`src/rtl/vec_pkg.sv`:
```
`default_nettype none
// +--------------------------------------------------------------------------+
// | Module   : vec_pkg                                                       |
// | Purpose  : Shared types and constants for the Filter-GPU vector decode   |
// |            stage: default lane count/width, the default vector type,     |
// |            instruction field positions and the PC alias register index.  |
// | Revision : 1.0 - initial release                                         |
// +--------------------------------------------------------------------------+
package vec_pkg;

  // Default geometry used when a module is instantiated without overrides
  localparam int DEF_LANES  = 3;
  localparam int DEF_DATA_W = 18;

  typedef logic [DEF_LANES-1:0][DEF_DATA_W-1:0] vec_t;

  // Instruction field positions
  localparam int RN_HI = 19;
  localparam int RN_LO = 16;
  localparam int RD_HI = 15;
  localparam int RD_LO = 12;
  localparam int RM_HI = 3;
  localparam int RM_LO = 0;

  // Immediate field tops (both fields start at bit 0)
  localparam int IMM12_HI = 11;
  localparam int IMM8_HI  = 7;

  // Register index that aliases to PC+8 on reads and ignores writes
  localparam int PC_REG = 15;

endpackage : vec_pkg
`default_nettype wire

```
`src/rtl/vec_regfile.sv`:
```
`default_nettype none
// +--------------------------------------------------------------------------+
// | Module   : vec_regfile                                                   |
// | Purpose  : NREGS x (LANES x DATA_W) vector register file, 2 combinational|
// |            read ports, 1 synchronous write port, r15 read alias to PC+8, |
// |            synchronous clear on reset.                                   |
// | Macro    : DECODE_BYPASS_EN - when defined, a same-cycle write to a read |
// |            address is forwarded to that read port.                       |
// | Ports    : clk, rst                  clock / sync active-high reset      |
// |            i_ra1, i_ra2 / o_rd1,o_rd2  read addresses / read vectors     |
// |            i_pc8                     PC+8, returned for reads of r15     |
// |            i_we, i_wa, i_wd          write enable / address / vector     |
// | Revision : 1.0 - initial release                                         |
// +--------------------------------------------------------------------------+
module vec_regfile
  import vec_pkg::*;
#(
  parameter int LANES  = DEF_LANES,
  parameter int DATA_W = DEF_DATA_W,
  parameter int NREGS  = 16,
  parameter int AW     = $clog2(NREGS)
) (
  input  logic                          clk,
  input  logic                          rst,
  input  logic [AW-1:0]                 i_ra1,
  input  logic [AW-1:0]                 i_ra2,
  output logic [LANES-1:0][DATA_W-1:0]  o_rd1,
  output logic [LANES-1:0][DATA_W-1:0]  o_rd2,
  input  logic [DATA_W-1:0]             i_pc8,
  input  logic                          i_we,
  input  logic [AW-1:0]                 i_wa,
  input  logic [LANES-1:0][DATA_W-1:0]  i_wd
);

  localparam logic [AW-1:0] PC_ADDR = AW'(PC_REG);

  logic [LANES-1:0][DATA_W-1:0] r_regs [NREGS];
  logic                         w_wr_en;

  // Writes to the PC alias are silently dropped
  assign w_wr_en = i_we && (i_wa != PC_ADDR);

  always_ff @(posedge clk) begin
    if (rst) begin
      for (int i = 0; i < NREGS; i++) begin
        r_regs[i] <= '0;
      end
    end else if (w_wr_en) begin
      r_regs[i_wa] <= i_wd;
    end
  end

  // The PC alias takes precedence; a forwarded write can never target r15
  // because w_wr_en already excludes it.
  always_comb begin
    o_rd1 = r_regs[i_ra1];
    if (i_ra1 == PC_ADDR) begin
      o_rd1 = {LANES{i_pc8}};
    end
`ifdef DECODE_BYPASS_EN
    else if (w_wr_en && (i_wa == i_ra1)) begin
      o_rd1 = i_wd;
    end
`endif
  end

  always_comb begin
    o_rd2 = r_regs[i_ra2];
    if (i_ra2 == PC_ADDR) begin
      o_rd2 = {LANES{i_pc8}};
    end
`ifdef DECODE_BYPASS_EN
    else if (w_wr_en && (i_wa == i_ra2)) begin
      o_rd2 = i_wd;
    end
`endif
  end

endmodule : vec_regfile
`default_nettype wire

```
`src/rtl/vec_decode_stage.sv`:
```
`default_nettype none
// +--------------------------------------------------------------------------+
// | Module   : vec_decode_stage                                              |
// | Purpose  : Vector pipeline decode stage. Extracts Rn/Rd/Rm and immediate |
// |            fields, reads two operand vectors, applies optional scalar    |
// |            broadcast on operand 2 and registers everything into the D->E |
// |            pipeline register (priority rst > flush > stall > load).      |
// | Macro    : DECODE_BYPASS_EN - same-cycle writeback-to-read forwarding in |
// |            the register file.                                            |
// | Ports    : clk, rst                 clock / sync active-high reset       |
// |            stall_d, flush_d         hold / bubble the D->E register      |
// |            valid_d, instr_d         decode-stage instruction             |
// |            imm_src_d                0: imm8, 1: imm12                    |
// |            reg_src_d                [0] ra1=r15 [1] ra2=Rd [2] broadcast |
// |            pc8_d                    PC+8 returned for r15 reads          |
// |            reg_write_w,wa3_w,wd3_w  writeback port                       |
// |            valid_e, rd1_e, rd2_e, ext_imm_e, wa3_e   E-stage outputs     |
// | Revision : 1.0 - initial release                                         |
// +--------------------------------------------------------------------------+
module vec_decode_stage
  import vec_pkg::*;
#(
  parameter int LANES  = DEF_LANES,
  parameter int DATA_W = DEF_DATA_W,
  parameter int NREGS  = 16,
  parameter int AW     = $clog2(NREGS)
) (
  input  logic                          clk,
  input  logic                          rst,
  input  logic                          stall_d,
  input  logic                          flush_d,
  input  logic                          valid_d,
  input  logic [31:0]                   instr_d,
  input  logic                          imm_src_d,
  input  logic [2:0]                    reg_src_d,
  input  logic [DATA_W-1:0]             pc8_d,
  input  logic                          reg_write_w,
  input  logic [AW-1:0]                 wa3_w,
  input  logic [LANES-1:0][DATA_W-1:0]  wd3_w,
  output logic                          valid_e,
  output logic [LANES-1:0][DATA_W-1:0]  rd1_e,
  output logic [LANES-1:0][DATA_W-1:0]  rd2_e,
  output logic [LANES-1:0][DATA_W-1:0]  ext_imm_e,
  output logic [AW-1:0]                 wa3_e
);

  localparam logic [AW-1:0] PC_ADDR = AW'(PC_REG);

  logic [AW-1:0]                w_ra1;
  logic [AW-1:0]                w_ra2;
  logic [AW-1:0]                w_wa3;
  logic [LANES-1:0][DATA_W-1:0] w_rd1;
  logic [LANES-1:0][DATA_W-1:0] w_rd2;
  logic [LANES-1:0][DATA_W-1:0] w_rd2_bc;
  logic [IMM12_HI:0]            w_imm12;
  logic [DATA_W-1:0]            w_imm;
  logic                         w_unused_instr;

  // Opcode/condition bits are decoded elsewhere in the pipeline
  assign w_unused_instr = &{1'b0, instr_d[31:RN_HI+1]};

  assign w_ra1 = reg_src_d[0] ? PC_ADDR : AW'(instr_d[RN_HI:RN_LO]);
  assign w_ra2 = reg_src_d[1] ? AW'(instr_d[RD_HI:RD_LO])
                              : AW'(instr_d[RM_HI:RM_LO]);
  assign w_wa3 = AW'(instr_d[RD_HI:RD_LO]);

  vec_regfile #(
    .LANES  (LANES),
    .DATA_W (DATA_W),
    .NREGS  (NREGS),
    .AW     (AW)
  ) u_regfile (
    .clk   (clk),
    .rst   (rst),
    .i_ra1 (w_ra1),
    .i_ra2 (w_ra2),
    .o_rd1 (w_rd1),
    .o_rd2 (w_rd2),
    .i_pc8 (pc8_d),
    .i_we  (reg_write_w),
    .i_wa  (wa3_w),
    .i_wd  (wd3_w)
  );

  // Broadcast sits after the register file so a forwarded lane 0 is spread
  always_comb begin
    w_rd2_bc = w_rd2;
    if (reg_src_d[2]) begin
      for (int i = 0; i < LANES; i++) begin
        w_rd2_bc[i] = w_rd2[0];
      end
    end
  end

  // Size cast zero-extends for wide lanes and keeps the low bits for narrow ones
  assign w_imm12 = imm_src_d ? instr_d[IMM12_HI:0]
                             : {{(IMM12_HI-IMM8_HI){1'b0}}, instr_d[IMM8_HI:0]};
  assign w_imm   = DATA_W'(w_imm12);

  always_ff @(posedge clk) begin
    if (rst || flush_d) begin
      valid_e   <= 1'b0;
      rd1_e     <= '0;
      rd2_e     <= '0;
      ext_imm_e <= '0;
      wa3_e     <= '0;
    end else if (!stall_d) begin
      valid_e   <= valid_d;
      rd1_e     <= w_rd1;
      rd2_e     <= w_rd2_bc;
      ext_imm_e <= {LANES{w_imm}};
      wa3_e     <= w_wa3;
    end
  end

endmodule : vec_decode_stage
`default_nettype wire
```
`config.mk`:
```
export PLATFORM = sky130hd
export DESIGN_NAME = vec_decode_stage
export DESIGN_NICKNAME = d
export VERILOG_FILES = /design/src/rtl/vec_pkg.sv /design/src/rtl/vec_regfile.sv /design/src/rtl/vec_decode_stage.sv
export SDC_FILE = /design/constraint.sdc
export NUM_CORES = 2
export LEC_CHECK = 0
export BUFFER_PORTS_ARGS = -buffer_cell sky130_fd_sc_hd__clkbuf_2
export CORE_MARGIN = 1.5
export CORE_UTILIZATION = 40
export CTS_CLUSTER_DIAMETER = 120
export DETAILED_ROUTE_END_ITERATION = 10
export PLACE_DENSITY_LB_ADDON = 0.12
export SYNTH_ARGS = -nofsm -noshare
export SYNTH_HDL_FRONTEND = slang
export SYNTH_SLANG_ARGS = --single-unit
```
`constraint.sdc`:
```
create_clock -name clk -period 7.5 [get_ports clk]
set_input_delay 1.5 -clock clk [delete_from_list [all_inputs] [get_ports clk]]
set_output_delay 1.5 -clock clk [all_outputs]
set_load 0.1 [all_outputs]
```
## Word level (Yosys, flattened, before mapping)

Memory sizes are Yosys's and may differ from the RTL's.
Cells that the tools add are included.

| storage, ports and cells | value |
|---|---|
| bits in latches | 0 |
| memories | 1 |
| memory bits (read-only) | 0 |
| logic and storage cells | 30 |
| RAM bits | 864 |
| input bits | 118 |
| output and inout bits | 167 |
| flip-flop bits (word level) | 125 |

| operators by class | value |
|---|---|
| shift-type cells | 0 |
| equality and inequality tests | 3 |
| $add $sub $neg | 0 |
| muxes and demuxes | 14 |
| div/mod/pow operators | 0 |
| bitwise gates (word level) | 0 |
| $mul | 0 |
| magnitude comparators | 0 |
| reductions and logical operators | 3 |

Memory list:

| name | depth | width | read ports | clocked after memory_dff | write ports | line | RTL |
|---|---|---|---|---|---|---|---|
| u_regfile.r_regs | 16 | 54 | 2 | 0 | 16 | vec_regfile.sv:37 | `logic [LANES-1:0][DATA_W-1:0] r_regs [NREGS];` |

Operator list:

| cell | count |
|---|---|
| $mux W54 | 4 |
| $reduce_or A54 Y1 | 1 |
| $mux W12 | 1 |
| $mux W4 | 3 |
| $eq A4 B4 Y1 const B | 2 |
| $mux W1 | 6 |
| $ne A4 B4 Y1 const B | 1 |
| $logic_and A1 B1 Y1 | 1 |
| $logic_or A1 B1 Y1 | 1 |

## Depth between registers and ports, before layout

| logic depth | value |
|---|---|
| depth after elaboration | 7 |
| gate-level depth with buffers | 12 |
| mapped depth without buffers | 7 |

## Hierarchy

From an unflattened synthesis, not the netlist that was laid out.

| second synthesis, totals | value |
|---|---|
| cells, all modules | 3428 |
| area, all modules | 51506.9 µm² |

Modules (own cells, without submodules):

| module | times used | cells each | sequential area each (µm²) | area each (µm²) |
|---|---|---|---|---|
| vec_regfile | 1 | 2906 | 25944.9 | 46037.9 |
| vec_decode_stage | 1 | 522 | 2502.4 | 5469.0 |

## Worst setup path before layout

OpenSTA, ideal clock, no wires.

| timing path | value |
|---|---|
| path type | input port to flip-flop |
| start point | in rst |
| end point | mem u_regfile.r_regs[0][0] (netlist bit) (enable) |
| arrival time | 3.291 ns |
| buffers on the path | 0 |
| setup slack | 3.821 ns |
| stages on the path | 4 |
| required time | 7.112 ns |
| cells stage by stage | nand2b_1 -> or3_1 -> nor3_1 -> or2_2 |

RTL lines:

| item | line | RTL |
|---|---|---|
| start, declared | vec_decode_stage.sv:29 | `input logic rst,` |
| end, declared | vec_regfile.sv:37 |  |

## Worst setup path after layout

| timing path | value |
|---|---|
| start point | in instr_d[0] |
| end point | reg rd2_e[39] (netlist bit) |

| between the ends | value |
|---|---|
| word-level cells in the longest chain between the ends | 4 |

RTL lines:

| item | line | RTL |
|---|---|---|
| start, declared | vec_decode_stage.sv:33 | `input logic [31:0] instr_d,` |
| $mux W4 (*) | vec_decode_stage.sv:63 | `assign w_ra2 = reg_src_d[1] ? AW'(instr_d[RD_HI:RD_LO])` |
| $mem_v2 Z16 W54 or $eq A4 B4 Y1 (tied branches) | n/a |  |
| $mux W54 (*) | vec_regfile.sv:69 | `if (i_ra2 == PC_ADDR) begin` |
| $mux W54 (*) | vec_decode_stage.sv:88 | `if (reg_src_d[2]) begin` |
| end signal, assigned | vec_decode_stage.sv:110 | `rd2_e <= w_rd2_bc;` |
| end, declared | vec_decode_stage.sv:42 | `output logic [LANES-1:0][DATA_W-1:0] rd2_e,` |

Every way passes the cells marked *; elsewhere a longest branch is shown, timed or not.
A chain may end at the register's enable or synchronous reset.

==> flow_summary.json <==
{
  "outcome": "complete, no violations",
  "p_int_mw": 10.3,
  "synth_warnings": 0,
  "num-fill-cells": 12900,
  "maxSlewHeadroom": 0.0681,
  "final_common_cell": "edfxtp_1",
  "critical_path_class": "primary input to flop",
  "crit_path_end_kind": "flop",
  "hold_depth": 2,
  "final_cell_count_no_fill": 7545,
  "grt_pass1_wl_um": 368000,
  "arrival_ns": 5.46,
  "cts_hold_buffers": 0,
  "ys_types": 63,
  "final_area_um2": 63000,
  "place_ws_ns": 2.06,
  "drt-total-wl_um": 270000,
  "power_mw": 14.9,
  "hold_viol": 0,
  "dpl-instance-area_um2": 59100,
  "ys_ff_latch": 989,
  "htreeDepth": 3,
  "finalCriticalPeriod_ns": 4.88,
  "powerDensity_nw_per_um2": 237,
  "cts_setup_buffers": 0,
  "r2r_start": "u_regfile.r_regs[10][40]",
  "seqCellArea_um2": 28400,
  "holdWs_ns": 0.473,
  "r2r_slack_ns": 4.88,
  "p_sw_frac": 0.307,
  "grt_start_max_net_pins": 117,
  "ys_seq_area_frac": 0.507,
  "grt_pass1_vias": 45900,
  "synthToLayoutAreaGrowth_pct": 12.2,
  "min_to": "rd2_e[16]",
  "drtIter0Drc": 7634,
  "r2r-end": "rd1_e[40]",
  "place.gp.congestion": 0.940,
  "place_inst": 7314,
  "ir_drop_mv": 0.195,
  "netlist_top_cells_area": "edfxtp_1 (46%), and2_1 (9.1%), o21ai_0 (6.0%)",
  "rsz0062_at_grt": "false",
  "drc_errors": 0,
  "antenna_found_initial": 31,
  "final_util": 0.452,
  "setup_viol": 0,
  "core_um2": 139000,
  "holdCritStartpoint": "rd2_e[16]",
  "cts_tree": "done",
  "clockBufferDepth": 3,
  "final_cell_mix": "edfxtp_1 (864), and2_1 (812), o21ai_0 (674), nor2_1 (370), nor2b_1 (263)",
  "insertion_delay_ns": 0.77,
  "post-route-period-util": 0.651,
  "ioPinCount": 285,
  "clock_sinks": 989,
  "root_buffer": "clkbuf_16",
  "ys.flop_type": "edfxtp_1",
  "startpoint_type": "primary input",
  "vias": 49900,
  "async_flop_share": 0,
  "wire_per_inst_um": 35.8,
  "fin_tns_setup_ns": 0,
  "yosys.area.top_type": "edfxtp_1",
  "multi_input_area_um2": 25400,
  "io_buffers": 254,
  "synthesis.area_um2": 56200,
  "rr_worst_depth": 6,
  "dieArea_um2": 143000,
  "dr.pass1.iters": 8,
  "die-width_um": 378,
  "layout_setup_ws_ns": 2.62,
  "via_per_inst": 6.61,
  "fin_skew_ns": 0.0439,
  "tightest_slew_ns": 1.39,
  "grt.total_usage": 0.368,
  "synthCells": 5579,
  "drv_slew": 0,
  "synth_edf_count": 864,
  "p_seq_frac": 0.438,
  "hold_class": "flop to flop",
  "critPathMaxFanout": 91,
  "fp.dieH_um": 378,
  "clk_pin_slew_ns": 0.06,
  "antenna_left": 0,
  "leakage_nw": 22.1,
  "dp_hpwl_um": 155000,
  "max_freq_mhz": 205,
  "row_count": 137,
  "post_cts_resized": 0,
  "start_util": 0.403,
  "clockPowerShare": 0.393,
  "synth_top_area_share": 0.462,
  "power.switching_mw": 4.58,
  "drive_gt1_frac": 0.139,
  "nets": 5675,
  "syn_avg_cell_area_um2": 10.1,
  "p_comb_frac": 0.170,
  "maxCapViolations": 0,
  "crit_required_ns": 8.07,
  "overflow": 0,
  "numCtsBuffers": 117
}
## area by class of cell
type / instances / share of cell area
antenna: 14 / 0.000556
clock buffer: 160 / 0.0526
clock inverter: 57 / 0.00872
inverter: 51 / 0.00304
multi-input combinational: 3993 / 0.403
sequential: 989 / 0.451
tap: 1876 / 0.0373
timing repair buffer: 405 / 0.0429
## registers in the layout, summed over array words and instances (netlist names)
signal / cells
u_regfile.r_regs: 864
rd1_e: 54
rd2_e: 54
ext_imm_e: 12
wa3_e: 4
valid_e: 1
## power groups by stage
stage | combinational [mW] | sequential [mW] | clock [mW]
floorplan | 1.25 | 6.79 | 0
global placement | 2.43 | 6.62 | 0
detailed placement | 2.44 | 6.63 | 0
CTS | 2.45 | 6.51 | 5.88
global route | 2.59 | 6.56 | 6.09
finish | 2.53 | 6.53 | 5.86
## cells by family (layout without fill, tap and decap cells)
family	Yosys count	after routing	synth area share
other cells	1	86	0.0000668
compound gates	1846	1846	0.214
mux	303	303	0.0560
flops	989	989	0.507
buf+inv	668	673	0.0512
simple gates	1772	1772	0.172
## how the worst max path moves through the flow
stage	to	cells after the start	from	slack, ns
finish	rd2_e[39]	9	instr_d[0]	2.62
global route	rd2_e[21]	9	instr_d[0]	2.55
CTS	rd2_e[39]	9	instr_d[0]	2.84
global placement	rd2_e[21]	9	instr_d[0]	2.06
floorplan	u_regfile.r_regs[0][0]	4	rst	3.82
detailed placement	rd2_e[21]	9	instr_d[0]	2.06
## metal layers
metal	wire length, um	share of wire	global-route usage
met1	105000	0.39	0.487
met2	113000	0.42	0.534
met3	35200	0.13	0.106
met4	16900	0.063	0.215
met5	142	0.00053	0
## critical path, stage by stage
cell and delay, ns:
buf_8 0.51, inv_2 0.59, o21a_4 0.65, buf_4 0.36
o21ai_0 0.19, a31oi_1 0.14, or4_1 0.84, a221oi_2 0.44
a221oi_1 0.13
## cells in the mapped netlist, types with 29 or more instances
| cell type | instances |
|---|---|
| clkbuf_1 | 425 |
| a2bb2oi_1 | 37 |
| o221ai_1 | 90 |
| o21ai_1 | 29 |
| o31ai_1 | 118 |
| o22ai_1 | 217 |
| buf_2 | 96 |
| and2_1 | 813 |
| dfxtp_1 | 125 |
| mux2i_1 | 212 |
| buf_1 | 36 |
| nor2b_1 | 265 |
| buf_4 | 54 |
| a21oi_1 | 152 |
| nand3_1 | 72 |
| a41o_1 | 32 |
| nand2_1 | 172 |
| a31oi_1 | 173 |
| nor2_1 | 386 |
| a221oi_1 | 59 |
| a211oi_1 | 31 |
| mux2_2 | 91 |
| o21ai_0 | 678 |
| inv_1 | 48 |
| o311ai_0 | 81 |
| edfxtp_1 | 864 |
Note: power is estimated with default switching activity, not from simulation.
